<file path="src/rtl/controller_e_md.sv">
// ---------------------------------------------------------------------------
// controller_e_md
// E-stage controller: combinational ALU operand/operation decode plus the
// sequencer for a multi-cycle multiply/divide unit and HI/LO interlock.
//
// Ports
//   clk          in   clock, all state on rising edge
//   reset        in   synchronous active-low reset
//   InstrValidE  in   E stage holds a valid, non-bubble instruction
//   Op, Funct    in   opcode / funct of the E-stage instruction
//   ALUAsrc      out  0 = rs, 1 = shamt
//   ALUBsrc      out  0 = rt, 1 = sext imm, 2 = zext imm, 3 = imm<<16
//   ALUControl   out  ALU operation code (bits above 3 are zero)
//   MDStart      out  one-cycle launch pulse to the mult/div datapath
//   MDOp         out  0 mult, 1 multu, 2 div, 3 divu (valid with MDStart)
//   MDBusy       out  mult/div operation in flight
//   HiLoWe       out  one-cycle pulse writing the mult/div result to HI/LO
//   StallE       out  hold E and earlier, bubble into M
//   HiLoRead     out  0 none, 1 mfhi, 2 mflo
//   HiLoMove     out  0 none, 1 mthi, 2 mtlo
// ---------------------------------------------------------------------------
module controller_e_md #(
    parameter int CTRL_W      = 4,
    parameter int MULT_CYCLES = 5,
    parameter int DIV_CYCLES  = 10
) (
    input  logic              clk,
    input  logic              reset,
    input  logic              InstrValidE,
    input  logic [5:0]        Op,
    input  logic [5:0]        Funct,
    output logic              ALUAsrc,
    output logic [1:0]        ALUBsrc,
    output logic [CTRL_W-1:0] ALUControl,
    output logic              MDStart,
    output logic [1:0]        MDOp,
    output logic              MDBusy,
    output logic              HiLoWe,
    output logic              StallE,
    output logic [1:0]        HiLoRead,
    output logic [1:0]        HiLoMove
);

    localparam logic [3:0] ALU_AND   = 4'd0;
    localparam logic [3:0] ALU_OR    = 4'd1;
    localparam logic [3:0] ALU_ADD   = 4'd2;
    localparam logic [3:0] ALU_SUB   = 4'd3;
    localparam logic [3:0] ALU_SLL   = 4'd4;
    localparam logic [3:0] ALU_SRL   = 4'd5;
    localparam logic [3:0] ALU_SLTU  = 4'd6;
    localparam logic [3:0] ALU_SLT   = 4'd7;
    localparam logic [3:0] ALU_PASSB = 4'd8;

    // Remaining busy cycles; zero means IDLE, non-zero means BUSY.
    logic [5:0] r_count;

    logic       w_asrc;
    logic [1:0] w_bsrc;
    logic [3:0] w_ctrl;
    logic       w_rtype;
    logic       w_md;
    logic       w_hilo_user;
    logic       w_mfhi;
    logic       w_mflo;
    logic       w_mthi;
    logic       w_mtlo;
    logic       w_busy;
    logic       w_issue;

    // ---- combinational decode ----
    always_comb begin
        // Anything not listed falls through to rs/rt with OR.
        w_asrc = 1'b0;
        w_bsrc = 2'd0;
        w_ctrl = ALU_OR;
        case (Op)
            6'b000000: begin
                case (Funct)
                    6'b100001: w_ctrl = ALU_ADD;   // addu
                    6'b100011: w_ctrl = ALU_SUB;   // subu
                    6'b100100: w_ctrl = ALU_AND;   // and
                    6'b100101: w_ctrl = ALU_OR;    // or
                    6'b101010: w_ctrl = ALU_SLT;   // slt
                    6'b101011: w_ctrl = ALU_SLTU;  // sltu
                    6'b000000: begin               // sll
                        w_asrc = 1'b1;
                        w_ctrl = ALU_SLL;
                    end
                    6'b000010: begin               // srl
                        w_asrc = 1'b1;
                        w_ctrl = ALU_SRL;
                    end
                    default: ;
                endcase
            end
            6'b001011: begin w_bsrc = 2'd1; w_ctrl = ALU_SLTU;  end // sltiu
            6'b001101: begin w_bsrc = 2'd2; w_ctrl = ALU_OR;    end // ori
            6'b100011: begin w_bsrc = 2'd1; w_ctrl = ALU_ADD;   end // lw
            6'b101011: begin w_bsrc = 2'd1; w_ctrl = ALU_ADD;   end // sw
            6'b001001: begin w_bsrc = 2'd1; w_ctrl = ALU_ADD;   end // addiu
            6'b001111: begin w_bsrc = 2'd3; w_ctrl = ALU_PASSB; end // lui
            default: ;
        endcase
    end

    always_comb begin
        ALUControl      = '0;
        ALUControl[3:0] = w_ctrl;
    end

    assign ALUAsrc = w_asrc;
    assign ALUBsrc = w_bsrc;

    assign w_rtype     = (Op == 6'b000000);
    // funct 0110xx covers mult/multu/div/divu; low two bits are MDOp.
    assign w_md        = w_rtype && (Funct[5:2] == 4'b0110);
    assign w_mfhi      = w_rtype && (Funct == 6'b010000);
    assign w_mthi      = w_rtype && (Funct == 6'b010001);
    assign w_mflo      = w_rtype && (Funct == 6'b010010);
    assign w_mtlo      = w_rtype && (Funct == 6'b010011);
    assign w_hilo_user = w_md || w_mfhi || w_mthi || w_mflo || w_mtlo;

    // ---- interlock and launch ----
    assign w_busy  = (r_count != 6'd0);
    assign StallE  = InstrValidE && w_hilo_user && w_busy;
    // StallE implies busy, so a launch can only happen from IDLE.
    assign w_issue = InstrValidE && !StallE;

    assign MDBusy  = w_busy;
    assign MDStart = w_issue && w_md;
    assign MDOp    = MDStart ? Funct[1:0] : 2'd0;
    // Final busy cycle carries the result write.
    assign HiLoWe  = (r_count == 6'd1);

    assign HiLoRead = !w_issue ? 2'd0 :
                      w_mfhi   ? 2'd1 :
                      w_mflo   ? 2'd2 : 2'd0;
    assign HiLoMove = !w_issue ? 2'd0 :
                      w_mthi   ? 2'd1 :
                      w_mtlo   ? 2'd2 : 2'd0;

    // ---- busy counter: only reset can abort an in-flight operation ----
    always_ff @(posedge clk) begin
        if (!reset) begin
            r_count <= 6'd0;
        end else if (MDStart) begin
            r_count <= Funct[1] ? 6'(DIV_CYCLES) : 6'(MULT_CYCLES);
        end else if (w_busy) begin
            r_count <= r_count - 6'd1;
        end
    end

endmodule

</file>
<file path="config.mk">
export PLATFORM = sky130hd
export DESIGN_NAME = controller_e_md
export DESIGN_NICKNAME = d
export VERILOG_FILES = /design/src/rtl/controller_e_md.sv
export SDC_FILE = /design/constraint.sdc
export NUM_CORES = 1
export LEC_CHECK = 0
export CAP_MARGIN = 20
export CORE_ASPECT_RATIO = 0.8
export CORE_MARGIN = 2
export CORE_UTILIZATION = 30
export CTS_BUF_LIST = sky130_fd_sc_hd__clkbuf_8 sky130_fd_sc_hd__clkbuf_16
export DETAILED_ROUTE_END_ITERATION = 12
export HOLD_SLACK_MARGIN = 0.05
export PLACE_DENSITY_LB_ADDON = 0.25
export RECOVER_POWER = 25
export SYNTH_ARGS = -nofsm -noshare
export SYNTH_HDL_FRONTEND = slang
export SYNTH_SLANG_ARGS = --single-unit
</file>
<file path="constraint.sdc">
create_clock -name clk -period 1.94 [get_ports clk]
set_input_delay 0.485 -clock clk [delete_from_list [all_inputs] [get_ports clk]]
set_output_delay 0.485 -clock clk [all_outputs]
set_load 0.05 [all_outputs]
</file>
==> metrics.txt <==
starting density of the core 0.308; cell taking the most area after synthesis dfxtp_1; 1st-pass router iterations 4; WL met2 1.80 mm; clock sink count 6; measured slew at the worst slew-check pin 0.413 ns; Total Wirelength 3.26 mm; Most used DFF post-synth dfxtp_1; initial antenna violation count 0; post-synthesis sequential area ratio 0.185; Largest register FFs 6; GPL Wtd Cong 0.808; met1 wire length 1.14 mm; placed wire-length estimate 2.13 mm; die width 56.0 µm; clk buf depth 2; CP max stage delay 0.43 ns; Slew Viols, Final 0; most common cell after layout, fill and taps aside buf_4; Synth Instances 86; Hold WC Path Type flip-flop to flip-flop; synthesized area per cell 7.54 µm²; Power Density 944 nW/µm²; number of H-tree levels 1; Peak supply drop 1360 µV; total grt overflow 0; Yosys top cell area share 0.185; Hold Vio Cnt, Final 0; sw frac 0.427; CTS tree built; ranking of synthesized cells by area dfxtp_1, nor3_2, nor3_1, nor2_1, a31o_2; outcome finished with violations; Critical Path RT 1.45 ns; layout cells sized above 1 0.693; Setup Skew 0.00450 ns; # hold bufs at CTS 0; CP max FO 4; Ys Warns 0; LEAKAGE 0.797 nW; ant diodes 0; first-pass GRT wire length 5.01 mm; sequential share of power 0.130; cell area after synthesis 648 µm²; largest net degree at the start of global routing 7; Total GRT Usage 0.265; Startpoint Class flip-flop; Worst-path clk slew 0.04 ns; endpoints failing setup 14; crit path DAT 1.90 ns; Psw 0.000729 W; Setup Crit Path Kind flip-flop to primary output; asr flop ratio synth 0; vias 1041; Final WS setup -0.449 ns; failing checks setup timing; RSZ-0062 raised after global routing yes; Largest Register r_count; Layout Cells excl Fill 191; drc violations 0; #FFs+latches synth 6; CORE AREA 2100 µm²; clk_lat worst skew 0.23 ns; biggest regs r_count: 6 flops; vias in the first global route 1083; Comb pwr share 0.758; Site Rows 15; number of I/O port buffers 31; Placed Instances 179; met3 WL 176 µm; crit-path cells nor4_4 -> and2_4 -> inv_8 -> or3_4 -> nor3_4 -> buf_12; most frequent cells in the layout buf_4, buf_12, buf_6; cts bufs inserted 3; boundary pin count 32; internal power 0.000978 W; count of cell types in the netlist 37; Max Used Layer met4; routed length per instance 17.1 µm; max cap viols 0; Worst slew margin 0.721; Iteration-0 DRC Markers 19; Net Count, Synth 103; Overall Power 0.00171 W; Post-synth EDFFs 0; die height 45.6 µm; Die Area 2550 µm²; Root Buffer clkbuf_8; Layout area overhead 179%; Max Fclk 419 MHz; Final min period 2.39 ns; Final Cycle Share 1.23; Final #Nets 185; Routed Antenna Nets 0; Slowest-stage cell, CP or3_4; clock power share 0.112; crit end category primary output; Via density 5.45
repair_timing:
action,in CTS,in global routing
setup endpoints to repair,20,15
pin swaps,17,8
buffers inserted,16,6
hold endpoints to repair,0,0
gates cloned,0,0
resized for setup,77,18
kinds of logic (layout without fill, tap and decap cells):
family / after synthesis / count (layout) / synth area share
fa+ha+maj: 2 / 2 / 0.0386
buf+inv: 10 / 90 / 0.0734
compound gates: 15 / 15 / 0.162
simple gates: 50 / 50 / 0.496
xor+xnor: 1 / 1 / 0.0135
flops: 6 / 6 / 0.185
mux: 2 / 2 / 0.0309
synth_stat cells (all sizes together) (3+ instances only):
master / count
a21oi: 4
a31o: 3
and2: 4
and3: 3
dfxtp: 6
inv: 7
nand2: 6
nor2: 9
nor3: 13
nor4: 3
power groups by stage:
stage / logic [W] / clock network [W] / registers (W)
final: 0.00129 / 0.000191 / 0.000222
after global routing: 0.00137 / 0.000200 / 0.000225
after CTS: 0.00117 / 0.000192 / 0.000220
after detailed placement: 0.00109 / 0 / 0.000210
after global placement: 0.00104 / 0 / 0.000210
after floorplan: 0.000593 / 0 / 0.000224
final cells by class:
cell class / count / area [µm²]
Inverter: 7 / 33.8
Timing Repair Buffer: 80 / 885
Clock buffer: 3 / 41.3
Fill cell: 106 / 294
Tap cell: 25 / 31.3
Multi-Input combinational cell: 70 / 696
Sequential cell: 6 / 121
layer usage:
layer,global-route usage,up-vias
met5,0,-
met4,0.138,0
met3,0.0881,15
met2,0.513,53
met1,0.258,493
li1,-,480
worst max-delay path, delay by kind of cell (launching register included):
kind / cells / cell delay [ns]
flops: 1 / 0.33
simple gates: 4 / 1.15
buf+inv: 2 / 0.20
stage by stage:
stage | hold WS (ns) | setup TNS, ns | cell area [µm²] | utilization | worst slack [ns]
after floorplan | 0.467 | -2.86 | 729 | - | -0.394
after global placement | 0.582 | -9.35 | 1520 | 0.724 | -0.690
after detailed placement | 0.598 | -10.06 | 1520 | 0.724 | -0.767
after CTS | 0.621 | -2.93 | 1760 | 0.835 | -0.478
after global routing | 0.663 | -4.31 | 1810 | 0.860 | -0.494
final | 0.620 | -3.68 | 1810 | 0.860 | -0.449
worst paths after layout:
path                           start  cells after the start                 endpoint  slack, ns
max          r_count[3]$_SDFFE_PN0P_                      6              HiLoMove[0]      -0.45
max reg2reg  r_count[1]$_SDFFE_PN0P_                     11  r_count[1]$_SDFFE_PN0P_       0.09
min reg2reg  r_count[4]$_SDFFE_PN0P_                      3  r_count[4]$_SDFFE_PN0P_       0.62
min          r_count[4]$_SDFFE_PN0P_                      3  r_count[4]$_SDFFE_PN0P_       0.62
Power figures use the tool's default switching activity.
